### config.mk
export PLATFORM = sky130hd
export DESIGN_NAME = wb_sequencer
export DESIGN_NICKNAME = d
export VERILOG_FILES = /design/src/rtl/wb_sequencer.sv
export SDC_FILE = /design/constraint.sdc
export NUM_CORES = 1
export LEC_CHECK = 0
export ABC_CLOCK_PERIOD_IN_PS = 3000
export CORE_ASPECT_RATIO = 1.4
export CORE_MARGIN = 8
export CORE_UTILIZATION = 50
export DETAILED_ROUTE_END_ITERATION = 7
export PLACE_DENSITY = 0.92
export RECOVER_POWER = 50
export SLEW_MARGIN = 5
export SYNTH_ARGS = -nofsm -noshare
export SYNTH_HDL_FRONTEND = slang
export SYNTH_SLANG_ARGS = --single-unit
### constraint.sdc
create_clock -name clk -period 3 [get_ports clk]
set_input_delay 0.6 -clock clk [delete_from_list [all_inputs] [get_ports clk]]
set_output_delay 0.6 -clock clk [all_outputs]
set_load 0.02 [all_outputs]
### src/rtl/wb_sequencer.sv
`default_nettype none
// ============================================================================
// Module   : wb_sequencer
// Purpose  : Writeback sequencer in front of a 4-entry register file whose
//            R3 is the stack pointer. Issues one registered write per cycle.
//            DEC/INC update SP directly. POP with rd!=3 takes two cycles:
//            the rd write first, then the SP+1 write. SP arithmetic always
//            uses the shadow copy (sp_cur), so stack ops never stall.
// Revision : 1.0 - initial release
// ----------------------------------------------------------------------------
// Parameters
//   SP_INIT   : stack-pointer value after reset (same as R3 reset value)
// Ports
//   clk       : clock, rising edge
//   rst       : asynchronous reset, active low
//   in_valid  : writeback request present
//   in_ready  : request can be accepted this cycle (low in SECOND)
//   in_op     : 00 WR, 01 DEC, 10 POP, 11 INC
//   in_rd     : destination register
//   in_data   : write data
//   rf_wr_en  : register-file write enable (registered)
//   rf_addr   : register-file write address (registered)
//   rf_data   : register-file write data (registered)
//   sp_cur    : shadow stack pointer, tracks committed R3
//   stack_err : sticky SP wrap error
// Build option
//   WB_STACK_CHECK_EN : when defined, stack_err sets on any SP wrap and holds
//                       until reset; when undefined, stack_err is tied to 0.
// ============================================================================
module wb_sequencer #(
  parameter logic [7:0] SP_INIT = 8'hFF
) (
  input  logic       clk,
  input  logic       rst,
  input  logic       in_valid,
  output logic       in_ready,
  input  logic [1:0] in_op,
  input  logic [1:0] in_rd,
  input  logic [7:0] in_data,
  output logic       rf_wr_en,
  output logic [1:0] rf_addr,
  output logic [7:0] rf_data,
  output logic [7:0] sp_cur,
  output logic       stack_err
);

  typedef enum logic [0:0] {
    S_IDLE   = 1'b0,
    S_SECOND = 1'b1
  } state_t;

  localparam logic [1:0] c_OP_WR  = 2'b00;
  localparam logic [1:0] c_OP_DEC = 2'b01;
  localparam logic [1:0] c_OP_POP = 2'b10;
  localparam logic [1:0] c_OP_INC = 2'b11;
  localparam logic [1:0] c_SP_REG = 2'd3;

  state_t     r_state;
  state_t     w_state_nxt;
  logic       r_wr_en;
  logic [1:0] r_addr;
  logic [7:0] r_data;
  logic [7:0] r_sp;

  logic       w_accept;
  logic       w_wr_en_nxt;
  logic [1:0] w_addr_nxt;
  logic [7:0] w_data_nxt;
  logic [7:0] w_sp_nxt;
  logic [7:0] w_sp_inc;
  logic [7:0] w_sp_dec;

  assign in_ready = (r_state == S_IDLE);
  assign w_accept = in_valid && in_ready;
  assign w_sp_inc = r_sp + 8'd1;
  assign w_sp_dec = r_sp - 8'd1;

  // State and write-port registers
  always_ff @(posedge clk or negedge rst) begin
    if (!rst) begin
      r_state <= S_IDLE;
      r_wr_en <= 1'b0;
      r_addr  <= 2'd0;
      r_data  <= 8'd0;
      r_sp    <= SP_INIT;
    end else begin
      r_state <= w_state_nxt;
      r_wr_en <= w_wr_en_nxt;
      r_addr  <= w_addr_nxt;
      r_data  <= w_data_nxt;
      r_sp    <= w_sp_nxt;
    end
  end

  // Next-state and next-write decode
  always_comb begin
    w_state_nxt = r_state;
    w_wr_en_nxt = 1'b0;
    w_addr_nxt  = r_addr;
    w_data_nxt  = r_data;
    w_sp_nxt    = r_sp;
    if (r_state == S_SECOND) begin
      // Deferred SP increment of a POP; in_valid is ignored here.
      w_wr_en_nxt = 1'b1;
      w_addr_nxt  = c_SP_REG;
      w_data_nxt  = w_sp_inc;
      w_sp_nxt    = w_sp_inc;
      w_state_nxt = S_IDLE;
    end else if (w_accept) begin
      w_wr_en_nxt = 1'b1;
      unique case (in_op)
        c_OP_WR: begin
          w_addr_nxt = in_rd;
          w_data_nxt = in_data;
          if (in_rd == c_SP_REG) w_sp_nxt = in_data;
        end
        c_OP_DEC: begin
          w_addr_nxt = c_SP_REG;
          w_data_nxt = w_sp_dec;
          w_sp_nxt   = w_sp_dec;
        end
        c_OP_POP: begin
          w_addr_nxt = in_rd;
          w_data_nxt = in_data;
          // Popping into R3 itself: the popped data wins, no SP increment.
          if (in_rd == c_SP_REG) w_sp_nxt = in_data;
          else                   w_state_nxt = S_SECOND;
        end
        c_OP_INC: begin
          w_addr_nxt = c_SP_REG;
          w_data_nxt = w_sp_inc;
          w_sp_nxt   = w_sp_inc;
        end
        default: begin
          w_wr_en_nxt = 1'b0;
        end
      endcase
    end
  end

  assign rf_wr_en = r_wr_en;
  assign rf_addr  = r_addr;
  assign rf_data  = r_data;
  assign sp_cur   = r_sp;

`ifdef WB_STACK_CHECK_EN
  logic r_err;
  logic w_wrap;

  // A wrap is any SP step that crosses the 00/FF boundary.
  always_comb begin
    w_wrap = 1'b0;
    if (r_state == S_SECOND) begin
      w_wrap = (r_sp == 8'hFF);
    end else if (w_accept) begin
      unique case (in_op)
        c_OP_DEC: w_wrap = (r_sp == 8'h00);
        c_OP_INC: w_wrap = (r_sp == 8'hFF);
        default:  w_wrap = 1'b0;
      endcase
    end
  end

  always_ff @(posedge clk or negedge rst) begin
    if (!rst)        r_err <= 1'b0;
    else if (w_wrap) r_err <= 1'b1;
  end

  assign stack_err = r_err;
`else
  assign stack_err = 1'b0;
`endif

endmodule
`default_nettype wire

---- Word level (Yosys, flattened, before mapping) ----
Cells that the tools add are included.
operators by class
  equality and inequality tests ........... 5
  multiplexer cells ....................... 16
  bitwise gates (word level) .............. 1
  reduce and logical (&&, ||, !) cells .... 6
  $add $sub $neg .......................... 2
operators by type and width
  operator                                                            count
  8-bit one-hot mux with 3 select lines                               2
  8-bit 2-to-1 mux                                                    5
  8-bit by 1-bit adder with 8-bit output, second input constant       1
  8-bit by 1-bit subtractor with 8-bit output, second input constant  1
  2-bit == test, second input constant                                3
  1-bit 2-to-1 mux                                                    6
  2-bit 2-to-1 mux                                                    2
  2-bit one-hot mux with 2 select lines                               1
  2-bit OR reduction                                                  2
  3-bit by 1-bit != test with 1-bit output, second input constant     1
  2-bit by 1-bit == test with 1-bit output, second input constant     1
  2-bit logical NOT                                                   1
  2-bit AND reduction                                                 1
  2-bit nonzero test                                                  1
  1-bit logical AND                                                   1
  1-bit inverter                                                      1
storage, ports and cells
  input port bits ......................... 15
  output and inout port bits .............. 21
  bits in registers ....................... 20

---- Logic depth before layout (Yosys ltp) ----
Gate-level depths: netlist (run 1).
  depth in word-level cells ............... 5
  mapped depth ............................ 7
  mapped depth without buffers ............ 7

---- Worst setup path after synthesis (run 1) ----
OpenSTA, ideal clock, no wires.
  path kind ............................... register to register
  from .................................... register r_sp[0], in the netlist sp_cur[0]
  to ...................................... register r_data[6], in the netlist rf_data[6]
  setup slack ............................. 1.148 ns
  setup time .............................. 0.119 ns
  arrival time ............................ 1.733 ns
  buffers on the path ..................... 0
  stages on the path, launching flop included .. 8
  data required time ...................... 2.881 ns
  clock period less this slack ............ 1.852 ns
  cells stage by stage .................... dfstp_2 inv_1 ha_1 or3b_4 nor3_2 a221o_1 a21oi_2 nor2_1
on the way
  word-level cells in the longest chain between the ends .. 4
  elaborated cells on any way between the ends .. 5
  classes of those cells .................. 2 x add/sub; 3 x mux
RTL lines
  element                                                                                                line    RTL
  from (decl)                                                                                            63      logic [7:0] r_sp;
  from (signal assigned)                                                                                 91      r_sp <= w_sp_nxt;
  8-bit by 1-bit adder with 8-bit output or 8-bit by 1-bit subtractor with 8-bit output (tied branches)  75, 76
  8-bit one-hot mux with 3 select lines                                                                  111     unique case (in_op)
  8-bit 2-to-1 mux                                                                                       109     end else if (w_accept) begin
  8-bit 2-to-1 mux *                                                                                     102     if (r_state == S_SECOND) begin
  to (signal assigned)                                                                                   90      r_data <= w_data_nxt;
  to (decl)                                                                                              62      logic [7:0] r_data;
Mark *: on every way between the ends. The rest lies on a longest branch, timed or not. The select of a mux whose other input is x is not followed.
A chain may end at the register's enable or synchronous reset.

---- Final worst setup path (run 1) ----
  from .................................... input in_op[0]
  to ...................................... register r_sp[7], in the netlist sp_cur[7]
on the way
  word-level cells in the longest chain between the ends .. 5
  elaborated cells on any way between the ends .. 10
  classes of those cells .................. 4 x eq/ne; 3 x mux; 3 x reduce/logical
RTL lines
  element                                             line  RTL
  from (decl)                                         37    input logic [1:0] in_op,
  2-bit == test or 2-bit logical NOT (tied branches)  111
  2-bit OR reduction (no line)                        -
  8-bit one-hot mux with 3 select lines               111
  8-bit 2-to-1 mux                                    109
  8-bit 2-to-1 mux                                    102
Several ways; a longest one is shown, not always the timed one. The select of a mux whose other input is x is not followed.

==> results.yml, run 1 <==
layout:
  areaGrowthSynthToFinish_pct: 25.6
  fin_cells: 215
  fillers: 217
  final_common_cell: "clkdlybuf4s50_1"
  fin_nets: 198
  utilization_pct: 64.2
  n_antenna_cell: 0
  most-common-layout-cells: "clkdlybuf4s50_1, nor2_1, nand2_1"
  drive_gt1_share_pct: 12.8
power_and_ir_drop:
  p_leak_nw: 0.644
  finalPower_mw: 1.04
  vdd_drop_max_v: 0.000349
  powerDensity_nw_per_um2: 632
logic_synthesis:
  synth_seq_cells: 20
  ys_top_cells_by_area: "dfrtp_1, dfstp_2, a21oi_1"
  async_reset_ff_share_pct: 100
  yosysSeqAreaShare_pct: 39.0
  synth.top_cell.area_share_pct: 23.0
  syn_nets: 168
  syn_area_um2: 1310
  yosys.area.top_type: "dfrtp_1"
  synth_area_per_cell_um2: 8.66
  synth_edf_count: 0
  syn_inst: 151
  yosys_warnings: 0
  yosys_most_used_dff: "dfrtp_1"
  synth_cell_types: 45
placed_design:
  hpwl_mm: 2.67
  place.gp.congestion: 0.973
  dp_cells: 212
  portBuffers: 34
timing:
  slew_headroom_pct: 38.9
  fmax_mhz: 432
  grt_setup_unrepaired: "false"
  finClkSkew_ps: 1.65
  drv_slew: 0
  hold_slack_ps: 515
  period_share_pct: 77.2
  finalSetupViolCount: 0
  fin_tns_setup_ps: 0
  finalHoldViolCount: 0
  tightest_slew_ps: 913
  finalWorstPathRequiredPeriod_ps: 2320
outcome:
  status: "complete, no violations"
detailed_routing:
  post_drt_via_cell_ratio: 6.01
  drtPass1Iterations: 6
  wl_mm: 3.67
  drtIter0Drc: 102
  final_antenna_net_count: 0
  drc: 0
  vias: 1293
  detail_route.wl_per_cell_um: 17.1
cts:
  cts.clk_slew.worst_paths_ps: 110
  cts_tree: "done"
  numCtsBuffers: 3
  cts_hold_buf: 0
  cts_max_level: 1
  cts_root_buf: "clkbuf_4"
  clock_path_buffers: 2
  cts_setup_buffers: 0
  clock-sinks: 20
  cts_resized: 0
  clkLatencyLatePin_ps: 300
critical_path:
  crit_path_start_kind: "input pin"
  critPathMaxFanout: 17
  crit_type: "in -> reg"
  crit_required_ps: 3210
  arrival_ps: 2520
  end_kind: "flop"
grt:
  grt_antenna_before_repair: 0
  track_usage_pct: 16.2
  grt_max_degree: 21
  grt_first_pass_wirelength_mm: 5.98
  grt_pass1_vias: 1273
  grt_overflow_total: 0
floorplan:
  fp.dieArea_um2: 4530
  die_w_um: 59.2
  initial_core_util_pct: 51.1
  rows: 22
  die_height_um: 76.5
  ios: 36
  core_area_um2: 2560
job:
  cap_violations: 0
hold_path:
  min_path_type: "reg -> reg"
[cell type report]
type	instances	area [µm²]	share of cell area [%]
Timing Repair Buffer	35	348	21.2
Multi-Input combinational cell	116	698	42.5
Inverter	5	18.8	1.14
Sequential cell	20	510	31.1
Clock buffer	3	22.5	1.37
Tap cell	36	45.0	2.74
[cell families (layout without fill, tap and decap cells)]
logic type,Yosys count,in the layout,synth area share [%]
simple gates,65,65,26.2
compound gates,42,42,21.2
xor+xnor,5,5,3.35
flops,20,20,39.0
buf+inv,15,43,7.18
other cells,1,1,0.287
mux,1,1,0.766
fa+ha+maj,2,2,1.91
[cells in the mapped netlist (2+ instances only)]
| library cell | number |
|---|---|
| a22o_1 | 2 |
| nor3_2 | 2 |
| xor2_1 | 3 |
| a221oi_1 | 2 |
| nor3_1 | 4 |
| dfstp_2 | 8 |
| a31oi_1 | 3 |
| buf_4 | 3 |
| buf_2 | 3 |
| nor2b_1 | 2 |
| a221o_1 | 3 |
| dfrtp_1 | 12 |
| inv_1 | 4 |
| and3_1 | 2 |
| nand2_1 | 18 |
| o221ai_1 | 3 |
| a21oi_1 | 15 |
| o21ai_0 | 5 |
| ha_1 | 2 |
| nand3b_1 | 2 |
| buf_6 | 3 |
| nor2_2 | 4 |
| o21ai_1 | 2 |
| nand2b_1 | 2 |
| nor2_1 | 20 |
| xnor2_1 | 2 |
| a21oi_2 | 2 |
[through the flow]
stage          area, µm²  setup slack (ps)
2_1_floorplan       1310              1150
3_3_place_gp        1630               667
3_5_place_dp        1630               533
4_1_cts             1650               658
5_1_grt             1640               579
6_report            1640               683
[worst max-delay path, cell delays in order]
cell and delay [ps]:
dlygate4sd3_1 840, nor2_1 230, and2_0 230, nor2_2 200, o21ai_1 100, a221oi_1 320
[power by group]
part           internal, mW  switching, mW  leakage, nW
Clock                0.0469         0.0839       0.0138
Sequential            0.351          0.101        0.221
Combinational         0.214          0.241        0.409
[layer usage]
metal / track usage [%] / up-vias / share of wire, %
met5: 0 / - / 0
met4: 5.77 / 0 / 4.6
li1: - / 585 / -
met3: 2.36 / 24 / 8.3
met1: 19.9 / 594 / 38
met2: 27.0 / 90 / 49
[flip-flops by register name, summed over array words and instances (netlist names)]
register / flops
sp_cur: 8
rf_wr_en: 1
rf_addr: 2
r_state: 1
rf_data: 8
[worst paths after layout]
| kind | from | to | slack, ps | cells past startpoint |
|---|---|---|---|---|
| min | rf_data[6]$_DFFE_PN0P_ | rf_data[6]$_DFFE_PN0P_ | 520 | 2 |
| max in group asynchronous | rst | rf_data[5]$_DFFE_PN0P_ | 1580 | 1 |
| max reg2reg | sp_cur[0]$_DFFE_PN1P_ | sp_cur[6]$_DFFE_PN1P_ | 960 | 7 |
| min reg2reg | rf_data[6]$_DFFE_PN0P_ | rf_data[6]$_DFFE_PN0P_ | 520 | 2 |
| max | in_op[0] | sp_cur[7]$_DFFE_PN1P_ | 680 | 6 |
| min in group asynchronous | rst | rf_data[1]$_DFFE_PN0P_ | 860 | 1 |
Power figures use the tool's default switching activity.
==> run 2: changes to the inputs <==
--- a/config.mk
+++ b/config.mk
@@ -5,12 +5,12 @@
 export SDC_FILE = /design/constraint.sdc
 export NUM_CORES = 1
 export LEC_CHECK = 0
-export ABC_CLOCK_PERIOD_IN_PS = 3000
+export ABC_CLOCK_PERIOD_IN_PS = 2100
 export CORE_ASPECT_RATIO = 1.4
 export CORE_MARGIN = 8
-export CORE_UTILIZATION = 50
+export CORE_UTILIZATION = 43
 export DETAILED_ROUTE_END_ITERATION = 7
-export PLACE_DENSITY = 0.92
+export PLACE_DENSITY = 0.85
 export RECOVER_POWER = 50
 export SLEW_MARGIN = 5
 export SYNTH_ARGS = -nofsm -noshare
==> constraint.sdc (replaced) <==
create_clock -name clk -period 2.1 [get_ports clk]
set_input_delay 0.42 -clock clk [delete_from_list [all_inputs] [get_ports clk]]
set_output_delay 0.42 -clock clk [all_outputs]
set_load 0.02 [all_outputs]
==> run 2 against run 1 <==
Clock power increased by 100%. Sequential power increased by 38%. Setup slack worse by 610 ps. Sequential share of layout area fell by 1.5 points. Final area increased by 5.1%. First-iteration DRC count fell by 33%.
==> results.yml, run 2 (same netlist as run 1, synthesis figures left out) <==
power_and_ir_drop:
  p_sw_share_pct: 38.7
  power_frac_comb_pct: 43.1
  vdd_drop_max_v: 0.000481
  powerDensity_nw_per_um2: 905
  power.internal_mw: 0.957
  p_sw_mw: 0.605
  p_leak_nw: 0.691
  clkPwrFrac_pct: 16.8
  p_seq_share_pct: 40.1
critical_path:
  crit_type: "reg -> out"
  slowest_delay_ps: 690
  reg2reg_to: "rf_data[6]$_DFFE_PN0P_"
  critPathLaunch: "sp_cur[2]$_DFFE_PN1P_"
  cp_slowest_cell: "dfstp_2"
  reg2reg_depth: 7
  crit-reg2reg-launch: "sp_cur[1]$_DFFE_PN1P_"
  cp.depth: 1
  end_kind: "primary output"
  crit_end: "sp_cur[2]"
  critPathMaxFanout: 12
  crit_path_start_kind: "flop"
  arrival_ps: 1600
  critPathBufInv: 1
  path_cells: "clkdlybuf4s50_1"
  crit_required_ps: 1680
  path_delay_family: "flip-flops"
  r2r_slack_ps: 180
cts:
  numCtsBuffers: 3
  cts_tree: "done"
  clkLatencyLatePin_ps: 260
  cts_hold_buf: 0
  cts_setup_buffers: 0
  cts_root_buf: "clkbuf_8"
  clock-sinks: 20
  clock_path_buffers: 2
  cts_resized: 0
  cts.clk_slew.worst_paths_ps: 80
  cts_max_level: 1
grt:
  grt_max_degree: 21
  grt_antenna_before_repair: 0
  grt_first_pass_wirelength_mm: 6.30
  grt_overflow_total: 0
  grt_pass1_vias: 1362
  track_usage_pct: 15.0
placed_design:
  place_ws_ps: -6.00
  hpwl_mm: 2.78
  place.gp.congestion: 0.971
  portBuffers: 34
  place_area_um2: 1690
detailed_routing:
  vias: 1294
  final_antenna_net_count: 0
  wl_mm: 3.67
  drtPass1Iterations: 4
  post_drt_via_cell_ratio: 5.73
  drc: 0
  detail_route.wl_per_cell_um: 16.2
  drtIter0Drc: 68
floorplan:
  fp.dieArea_um2: 5090
  rows: 23
  core_area_um2: 2880
  die_height_um: 81.2
  initial_core_util_pct: 45.4
  ios: 36
  die_w_um: 62.6
timing:
  finalWorstPathRequiredPeriod_ps: 2020
  grt_setup_unrepaired: "false"
  finalHoldViolCount: 0
  finalSetupViolCount: 0
  finClkSkew_ps: 4.74
  period_share_pct: 96.4
  fmax_mhz: 494
  worst_slack_ps: 76.6
  slew_headroom_pct: 27.3
  drv_slew: 0
  tightest_slew_ps: 1090
layout:
  drive_gt1_share_pct: 15.9
  fin_nets: 207
  most-common-layout-cells: "clkdlybuf4s50_1, nor2_1, nand2_1"
  n_antenna_cell: 0
  utilization_pct: 60.0
  areaGrowthSynthToFinish_pct: 32.1
  final_area_um2: 1730
  final_common_cell: "clkdlybuf4s50_1"
hold_path:
  min_path_type: "reg -> reg"
job:
  cap_violations: 0
outcome:
  status: "complete, no violations"
-- run 2: worst min path at each step --
| stage | to | slack, ps | startpoint | depth (start not counted) |
|---|---|---|---|---|
| final | rf_data[1]$_DFFE_PN0P_ | 500 | rf_data[1]$_DFFE_PN0P_ | 2 |
| after global routing | rf_data[1]$_DFFE_PN0P_ | 520 | rf_data[1]$_DFFE_PN0P_ | 2 |
| after CTS | rf_data[1]$_DFFE_PN0P_ | 500 | rst | 2 |
| after detailed placement | rf_data[1]$_DFFE_PN0P_ | 480 | rf_data[1]$_DFFE_PN0P_ | 2 |
| after global placement | rf_data[1]$_DFFE_PN0P_ | 470 | rf_data[1]$_DFFE_PN0P_ | 2 |
| after floorplan | r_state$_DFF_PN0_ | 120 | rst | 0 |
-- run 2: per-stage QoR --
stage	instances	hold WS [ps]	setup TNS [ps]	power, mW
after floorplan	151	124	0	1.04
final	226	495	0	1.56
after global routing	226	517	0	1.66
after detailed placement	222	482	-6.00	1.31
after global placement	222	471	0	1.28
after CTS	226	498	0	1.58
-- run 2: cell type report --
| type | count | area [µm²] |
|---|---|---|
| repair buffers | 44 | 408 |
| clock buffers | 4 | 45.0 |
| well taps | 37 | 46.3 |
| flip-flops and latches | 20 | 510 |
| multi-input cells | 116 | 698 |
| fillers | 254 | 1150 |
| inverters | 5 | 18.8 |
-- run 2: power by group through the flow --
stage | sequential (mW) | clock, mW | combinational [mW]
2_1_floorplan | 0.685 | 0 | 0.353
3_3_place_gp | 0.625 | 0 | 0.657
3_5_place_dp | 0.631 | 0 | 0.678
4_1_cts | 0.624 | 0.269 | 0.685
5_1_grt | 0.647 | 0.287 | 0.729
6_report | 0.626 | 0.263 | 0.673
-- run 2: layer usage --
layer	share of wire (%)	track usage, %	vias up
met5	0	0	-
met4	2.6	8.70	0
met3	8.0	3.58	10
met2	52	27.7	64
met1	38	15.4	611
li1	-	-	609
